**src/rtl/ws2812_pkg.sv**
```systemverilog
// ws2812_pkg: shared definitions for the WS2812 frame sequencer.
//   state_t           controller state encoding (IDLE/FETCH/SEND/LATCH)
//   PIX_W, *_LSB      pixel width and GRB field offsets (G is sent first)
//   SLOTS_PER_BIT     time slots per WS2812 bit
//   T0H/T1H_SLOTS     high slots for a 0 bit / 1 bit
//   slot_level()      line level for a given slot of a given bit value
package ws2812_pkg;

  typedef enum logic [1:0] {
    ST_IDLE  = 2'd0,
    ST_FETCH = 2'd1,
    ST_SEND  = 2'd2,
    ST_LATCH = 2'd3
  } state_t;

  localparam int PIX_W = 24;
  localparam int G_LSB = 16;
  localparam int R_LSB = 8;
  localparam int B_LSB = 0;

  localparam int SLOTS_PER_BIT = 4;
  localparam int T0H_SLOTS     = 1;
  localparam int T1H_SLOTS     = 2;

  // High for the first T0H/T1H slots of a bit, low for the rest.
  function automatic logic slot_level(input logic [1:0] slot, input logic bit_val);
    logic [1:0] high_slots;
    high_slots = bit_val ? 2'(T1H_SLOTS) : 2'(T0H_SLOTS);
    return (slot < high_slots);
  endfunction

endpackage

```
**src/rtl/ws2812_bit_tx.sv**
```systemverilog
// ws2812_bit_tx: emits one slot-coded WS2812 bit per load strobe.
//   CLK, RST_N  clock, asynchronous active-low reset
//   load        start a new bit on the next cycle (may coincide with bit_done)
//   bit_val     value of the bit being loaded
//   line        registered, un-inverted line level
//   bit_done    high during the last cycle of the current bit
module ws2812_bit_tx
  import ws2812_pkg::*;
#(
  parameter int SLOT_DIV = 4
) (
  input  logic CLK,
  input  logic RST_N,
  input  logic load,
  input  logic bit_val,
  output logic line,
  output logic bit_done
);

  localparam int DIV_W = (SLOT_DIV > 1) ? $clog2(SLOT_DIV) : 1;
  localparam logic [DIV_W-1:0] DIV_LAST = DIV_W'(SLOT_DIV - 1);
  localparam logic [DIV_W-1:0] DIV_ONE  = DIV_W'(1);
  localparam logic [1:0]       SLOT_LAST = 2'(SLOTS_PER_BIT - 1);

  logic [DIV_W-1:0] div_r;
  logic [1:0]       slot_r;
  logic             active_r;
  logic             bit_r;
  logic             line_r;

  // Slot divider and slot counter; the line level is registered per slot.
  always_ff @(posedge CLK or negedge RST_N) begin
    if (!RST_N) begin
      div_r    <= {DIV_W{1'b0}};
      slot_r   <= 2'd0;
      active_r <= 1'b0;
      bit_r    <= 1'b0;
      line_r   <= 1'b0;
    end else if (load) begin
      active_r <= 1'b1;
      bit_r    <= bit_val;
      div_r    <= {DIV_W{1'b0}};
      slot_r   <= 2'd0;
      line_r   <= slot_level(2'd0, bit_val);
    end else if (active_r) begin
      if (div_r == DIV_LAST) begin
        div_r <= {DIV_W{1'b0}};
        if (slot_r == SLOT_LAST) begin
          // No follow-on load: go quiet with the line low.
          active_r <= 1'b0;
          line_r   <= 1'b0;
        end else begin
          slot_r <= slot_r + 2'd1;
          line_r <= slot_level(slot_r + 2'd1, bit_r);
        end
      end else begin
        div_r <= div_r + DIV_ONE;
      end
    end
  end

  assign line     = line_r;
  assign bit_done = active_r & (slot_r == SLOT_LAST) & (div_r == DIV_LAST);

endmodule

```
**src/rtl/ws2812_frame_ctrl.sv**
```systemverilog
// ws2812_frame_ctrl: fetches NUM_LEDS GRB pixels and streams them to a WS2812 chain.
//   CLK, RST_N             clock, asynchronous active-low reset
//   START, NUM_LEDS        frame request (IDLE only) and pixel count
//   PIX_DATA/VALID/READY   pixel source handshake, PIX_INDEX = requested pixel
//   BUSY, DONE, UNDERRUN   frame status (UNDERRUN is sticky until next START)
//   DOUT                   pad drive, inverted when INVERT=1
module ws2812_frame_ctrl
  import ws2812_pkg::*;
#(
  parameter int SLOT_DIV     = 4,
  parameter int RESET_CYCLES = 960,
  parameter int LED_W        = 8,
  parameter bit INVERT       = 1'b1
) (
  input  logic             CLK,
  input  logic             RST_N,
  input  logic             START,
  input  logic [LED_W-1:0] NUM_LEDS,
  input  logic [PIX_W-1:0] PIX_DATA,
  input  logic             PIX_VALID,
  output logic             PIX_READY,
  output logic [LED_W-1:0] PIX_INDEX,
  output logic             BUSY,
  output logic             DONE,
  output logic             UNDERRUN,
  output logic             DOUT
);

  localparam int LAT_W = $clog2(RESET_CYCLES + 1);
  localparam logic [LAT_W-1:0] LAT_LOAD = LAT_W'(RESET_CYCLES - 1);
  localparam logic [LAT_W-1:0] LAT_ONE  = LAT_W'(1);
  localparam logic [LED_W-1:0] IDX_ONE  = LED_W'(1);
  localparam logic [4:0]       BIT_TOP  = 5'(PIX_W - 1);

  state_t           state_r;
  logic [LED_W-1:0] num_r;
  logic [PIX_W-1:0] shift_r;
  logic [PIX_W-1:0] hold_r;
  logic             hold_valid_r;
  logic             last_pix_r;
  logic [4:0]       bit_cnt_r;
  logic [LAT_W-1:0] lat_cnt_r;

  logic             hs_s;
  logic             more_s;
  logic             avail_s;
  logic [PIX_W-1:0] next_pix_s;
  logic             load_s;
  logic             tx_bit_s;
  logic             line_s;
  logic             bit_done_s;

  assign hs_s = PIX_VALID & PIX_READY;

  // Next-bit selection for the bit transmitter, plus prefetch bookkeeping.
  always_comb begin
    more_s     = ({1'b0, PIX_INDEX} + {{LED_W{1'b0}}, 1'b1}) < {1'b0, num_r};
    avail_s    = hold_valid_r | hs_s;
    next_pix_s = hold_valid_r ? hold_r : PIX_DATA;
    load_s     = 1'b0;
    tx_bit_s   = 1'b0;
    case (state_r)
      ST_FETCH: begin
        if (hs_s) begin
          load_s   = 1'b1;
          tx_bit_s = PIX_DATA[PIX_W-1];
        end else begin
          load_s   = 1'b0;
          tx_bit_s = 1'b0;
        end
      end
      ST_SEND: begin
        if (bit_done_s && (bit_cnt_r != 5'd0)) begin
          load_s   = 1'b1;
          tx_bit_s = shift_r[PIX_W-2];
        end else if (bit_done_s && !last_pix_r && avail_s) begin
          // Pixel boundary: the next pixel follows with no gap.
          load_s   = 1'b1;
          tx_bit_s = next_pix_s[PIX_W-1];
        end else begin
          load_s   = 1'b0;
          tx_bit_s = 1'b0;
        end
      end
      default: begin
        load_s   = 1'b0;
        tx_bit_s = 1'b0;
      end
    endcase
  end

  // Frame FSM with registered handshake and status outputs.
  always_ff @(posedge CLK or negedge RST_N) begin
    if (!RST_N) begin
      state_r      <= ST_IDLE;
      PIX_READY    <= 1'b0;
      PIX_INDEX    <= {LED_W{1'b0}};
      BUSY         <= 1'b0;
      DONE         <= 1'b0;
      UNDERRUN     <= 1'b0;
      num_r        <= {LED_W{1'b0}};
      shift_r      <= {PIX_W{1'b0}};
      hold_r       <= {PIX_W{1'b0}};
      hold_valid_r <= 1'b0;
      last_pix_r   <= 1'b0;
      bit_cnt_r    <= 5'd0;
      lat_cnt_r    <= {LAT_W{1'b0}};
    end else begin
      case (state_r)
        ST_IDLE: begin
          DONE <= 1'b0;
          if (START) begin
            num_r        <= NUM_LEDS;
            UNDERRUN     <= 1'b0;
            BUSY         <= 1'b1;
            PIX_INDEX    <= {LED_W{1'b0}};
            hold_valid_r <= 1'b0;
            if (NUM_LEDS == {LED_W{1'b0}}) begin
              state_r   <= ST_LATCH;
              lat_cnt_r <= LAT_LOAD;
              DONE      <= (LAT_LOAD == {LAT_W{1'b0}});
            end else begin
              state_r   <= ST_FETCH;
              PIX_READY <= 1'b1;
            end
          end
        end
        ST_FETCH: begin
          if (hs_s) begin
            shift_r    <= PIX_DATA;
            bit_cnt_r  <= BIT_TOP;
            state_r    <= ST_SEND;
            // Bit 23 starts now: request the next pixel straight away.
            last_pix_r <= ~more_s;
            PIX_READY  <= more_s;
            if (more_s) begin
              PIX_INDEX <= PIX_INDEX + IDX_ONE;
            end
          end
        end
        ST_SEND: begin
          if (bit_done_s && (bit_cnt_r != 5'd0)) begin
            shift_r   <= {shift_r[PIX_W-2:0], 1'b0};
            bit_cnt_r <= bit_cnt_r - 5'd1;
            if (hs_s) begin
              hold_r       <= PIX_DATA;
              hold_valid_r <= 1'b1;
              PIX_READY    <= 1'b0;
            end
          end else if (bit_done_s) begin
            if (last_pix_r) begin
              state_r   <= ST_LATCH;
              lat_cnt_r <= LAT_LOAD;
              DONE      <= (LAT_LOAD == {LAT_W{1'b0}});
            end else if (avail_s) begin
              shift_r      <= next_pix_s;
              bit_cnt_r    <= BIT_TOP;
              hold_valid_r <= 1'b0;
              last_pix_r   <= ~more_s;
              PIX_READY    <= more_s;
              if (more_s) begin
                PIX_INDEX <= PIX_INDEX + IDX_ONE;
              end
            end else begin
              // Source missed the boundary; PIX_READY stays up for the pending pixel.
              state_r  <= ST_FETCH;
              UNDERRUN <= 1'b1;
            end
          end else if (hs_s) begin
            hold_r       <= PIX_DATA;
            hold_valid_r <= 1'b1;
            PIX_READY    <= 1'b0;
          end
        end
        ST_LATCH: begin
          if (lat_cnt_r == {LAT_W{1'b0}}) begin
            state_r <= ST_IDLE;
            DONE    <= 1'b0;
            BUSY    <= 1'b0;
          end else begin
            lat_cnt_r <= lat_cnt_r - LAT_ONE;
            DONE      <= (lat_cnt_r == LAT_ONE);
          end
        end
        default: begin
          state_r <= ST_IDLE;
        end
      endcase
    end
  end

  ws2812_bit_tx #(
    .SLOT_DIV (SLOT_DIV)
  ) u_bit_tx (
    .CLK      (CLK),
    .RST_N    (RST_N),
    .load     (load_s),
    .bit_val  (tx_bit_s),
    .line     (line_s),
    .bit_done (bit_done_s)
  );

  // Only a static inverter sits between the line flop and the pad.
  assign DOUT = line_s ^ INVERT;

endmodule

```
**config.mk**
```make
export PLATFORM = sky130hd
export DESIGN_NAME = ws2812_frame_ctrl
export DESIGN_NICKNAME = d
export VERILOG_FILES = /design/src/rtl/ws2812_pkg.sv /design/src/rtl/ws2812_bit_tx.sv /design/src/rtl/ws2812_frame_ctrl.sv
export SDC_FILE = /design/constraint.sdc
export NUM_CORES = 1
export LEC_CHECK = 0
export ABC_AREA = 1
export CORE_MARGIN = 2
export CORE_UTILIZATION = 57
export CTS_BUF_LIST = sky130_fd_sc_hd__clkbuf_2 sky130_fd_sc_hd__clkbuf_4 sky130_fd_sc_hd__clkbuf_8
export CTS_CLUSTER_DIAMETER = 50
export DETAILED_ROUTE_END_ITERATION = 10
export DONT_BUFFER_PORTS = 1
export PLACE_DENSITY_LB_ADDON = 0.25
export SLEW_MARGIN = 5
export SYNTH_ARGS = -nofsm -noshare
export SYNTH_HDL_FRONTEND = slang
export SYNTH_SLANG_ARGS = --single-unit
```
**constraint.sdc**
```tcl
create_clock -name CLK -period 3.5 [get_ports CLK]
set_input_delay 0.525 -clock CLK [delete_from_list [all_inputs] [get_ports CLK]]
set_output_delay 0.525 -clock CLK [all_outputs]
set_load 0.05 [all_outputs]
```
==> impl_results.md <==
- Outcome: completed
- TNS Setup: 0 ns
- Max stage delay on crit path: 0.72 ns
- Initial core utilization: 59.2%
- DRT antenna net count: 0
- Post-Synthesis Cells: 716
- RePlAce Congestion: 0.876
- Slowest CP cell: dfrtp_1
- Pin count of the biggest net entering global routing: 94
- Htree depth: 3
- Final setup violating endpoints: 0
- Grt ovf: 0
- Crit end category: flip-flop
- Met3 Track Usage GR: 4.31%
- Met1 track demand over resource: a little under a third
- Register area share after synthesis: 42.3%
- Placement Cell Area: 0.00553 sq mm
- Slew of the pin with the lowest slew margin: 0.855 ns
- Total nets after synthesis: 771
- Final Cycle Share: 83.6%
- GR peak layer: met2
- Total number of vias: 4635
- Seq cells post-synth: 93
- Core area: 0.00928 sq mm
- Syn_area_per_cell: around 7.7 sq um
- Die height: 102 um
- TritonCTS Buffers: 9
- Overall Global Routing Usage: 23.6%
- Initial detailed-routing violation count: 304
- Area Growth Syn to Fin: 4.80%
- Max-cap viol count: 0
- CP max FO: 9
- Die X: 102 um
- Buffers on Ports: 0
- DR pass1 iterations: 5
- Num rows: 35
- Tmin final: 2.93 ns
- Root Buffer: clkbuf_8
- CP Launch Type: flip-flop
- Clk sink count: 93
- Slew Limit Headroom: 42.8%
- Vias per cell: around 5.5
- Initial antenna violation count: 0
- Wire per inst: 13.7 um
- Most Frequent Cell on Critical Path: nand2_1
- Hold Path Class: input pin to async pin
- Cell variety after synth: 43
- Final slew viol count: 0
- Hpwl dp: 7.84 mm
- Kind of critical path: flip-flop to flip-flop
- Pwr dens: between 700 and 800 mW/mm^2
- Area share of the largest cell type after synthesis: a little over two fifths
- Final Routed Wirelength: 11.6 mm
- Worst-case clock skew: ~0.02 ns
- Main synth FF type: dfrtp_1
- Worst-path cell chain: nand3_1 > nor2_1 > nand4_1 > nand2_1 > inv_1 > ha_1 > nand2_1 > nand2_1 > nor2_1 > nand2_1 > nand2_1 > nand2_4 > nand2_1 > nand2_1
- RSZ-0062 raised after global routing: false
- CTS tree: built
- Peak supply drop: 0.000352 V
- Post-synth top area cell: dfrtp_1
- Top cells by count, synth: nand2_1 (178), inv_1 (97), dfrtp_1 (93)
- GRT met2 Usage: between 30% and 40%
- Clock-pin transition on the worst setup and hold timing paths: around 0.10 ns
- Ranking of synthesized cells by area: dfrtp_1 (42%), nand2_1 (12%), inv_1 (6.6%), nand3_1 (6.4%), o21ai_0 (4.9%)
- Die area: 0.0104 sq mm
- Ys Warns: 0
- Final instance area: 0.00576 sq mm
- Final hold violations: 0
- Synth Cell Area: ~0.0055 sq mm
- IO Count: 49
- Leakage: 2.95 nW
- Worst Path Arrival: 3.18 ns
- Inserted Diodes: 0
- EDFF count, synth: 0
- Drc violations: 0
- First-pass GRT wire length: ~20 mm
- Ratio of cells with drive above 1 in the final layout: 9.52%
- Skew-Pair Late Insertion Delay: 0.37 ns
- Required @ worst endpoint: 3.75 ns
- Deepest clock path buffer count: 2
- Max frequency: 342 MHz
- Layout Nets: 764
- Number of global-route vias before repair: 4451
- Ys async rst share: 100%
- Top-count cell post-synth: nand2_1
==> cell type report <==
type                    count  area, sq um
fillers                   811         3520
multi-input cells         496         2600
flip-flops and latches     93         2330
inverters                 103          404
well taps                 129          161
clock buffers              10          138
clock inverters             6         67.6
repair buffers              6         65.1
==> cells in the final DEF (no fill, tap or decap), types with 2 or more instances in the layout <==
master	count
nor2_1	50
nor3_1	6
or2_2	2
o22ai_1	2
nand3_1	70
ha_1	19
a21o_1	2
nand2_2	8
clkinvlp_4	2
nand2_4	4
a21oi_1	17
dfrtp_1	93
o21ai_0	54
buf_4	5
clkbuf_8	10
nand3b_1	2
nor2_4	2
nor2_2	4
nand3_2	5
inv_2	4
nand4_1	5
o211ai_1	21
o31ai_1	2
inv_1	97
inv_6	2
nand2_1	178
o21ai_2	11
o21ai_1	19
o311ai_0	2
==> logic make-up after synthesis <==
group / after synthesis / synth area share (%)
muxes: 1 / 0.205
and+or+nand+nor: 340 / 28.0
adders and majority gates: 19 / 4.32
AOI/OAI and AO/OA: 134 / 14.5
xor gates and xnor gates: 2 / 0.319
DFF: 93 / 42.3
buffers and inverters: 127 / 10.4
==> per-layer routing <==
metal	vias up	wire length [um]
li1	2304	-
met1	2210	5340
met2	106	5560
met3	15	532
met4	0	153
met5	-	0
==> critical path: cells and delay by family, from the launching register on <==
family / cells / cell delay [ns]
buffers and inverters: 1 / 0.06
adder cells (fa/ha/maj): 1 / 0.28
flip-flops: 1 / 0.72
AND/OR/NAND/NOR: 12 / 1.73
==> sequential cells by signal (all words and copies together) (netlist names) <==
register and flops:
UNDERRUN 1, u_bit_tx.active_r 1, u_bit_tx.div_r 2, num_r 8, u_bit_tx.slot_r 2, u_bit_tx.line 1, hold_r 24, hold_valid_r 1
DONE 1, state_r 2, BUSY 1, bit_cnt_r 5, shift_r 23, PIX_INDEX 8, u_bit_tx.bit_r 1, lat_cnt_r 10
last_pix_r 1, PIX_READY 1
==> power by group <==
group          leakage [nW]  total [W]  internal, W  switching (W)
Sequential             1.14    0.00181      0.00151       0.000293
Combinational          1.71    0.00195     0.000650        0.00130
Clock                0.0993   0.000754     0.000354       0.000401
Total                  2.95    0.00451      0.00252        0.00200
==> path summary, 6_finish.rpt <==
path / endpoint / cells past startpoint / slack [ns] / from
min in group CLK: hold_r[11] / 2 / 0.29 / PIX_DATA[11]
worst max register to register: PIX_INDEX[5] / 14 / 0.57 / PIX_INDEX[2]
worst min register to register: hold_r[17] / 2 / 0.49 / hold_r[17]
worst max-delay path: PIX_INDEX[5] / 14 / 0.57 / PIX_INDEX[2]
max in group asynchronous: UNDERRUN / 1 / 3.05 / RST_N
worst min-delay path: hold_r[10] / 1 / 0.03 / RST_N
==> timing repair <==
item	4_1_cts	5_1_grt
buffers inserted	0	0
hold endpoints to repair	93	0
gates resized for setup	0	0
hold buffers	1	0
setup endpoints to repair	0	0
==> stage by stage <==
stage | setup WS [ns] | std cells | power [W] | hold WS (ns) | util [%]
2_1_floorplan | 0.879 | 716 | 0.00345 | 0.229 | -
3_3_place_gp | 0.862 | 826 | 0.00366 | 0.232 | 59.6
3_5_place_dp | 0.649 | 826 | 0.00375 | 0.232 | 59.6
4_1_cts | 0.612 | 843 | 0.00454 | 0.0699 | 62.1
5_1_grt | 0.317 | 843 | 0.00492 | 0.0823 | 62.1
6_report | 0.573 | 843 | 0.00451 | 0.0282 | 62.1
No activity file was read; power rests on OpenSTA's default activity.
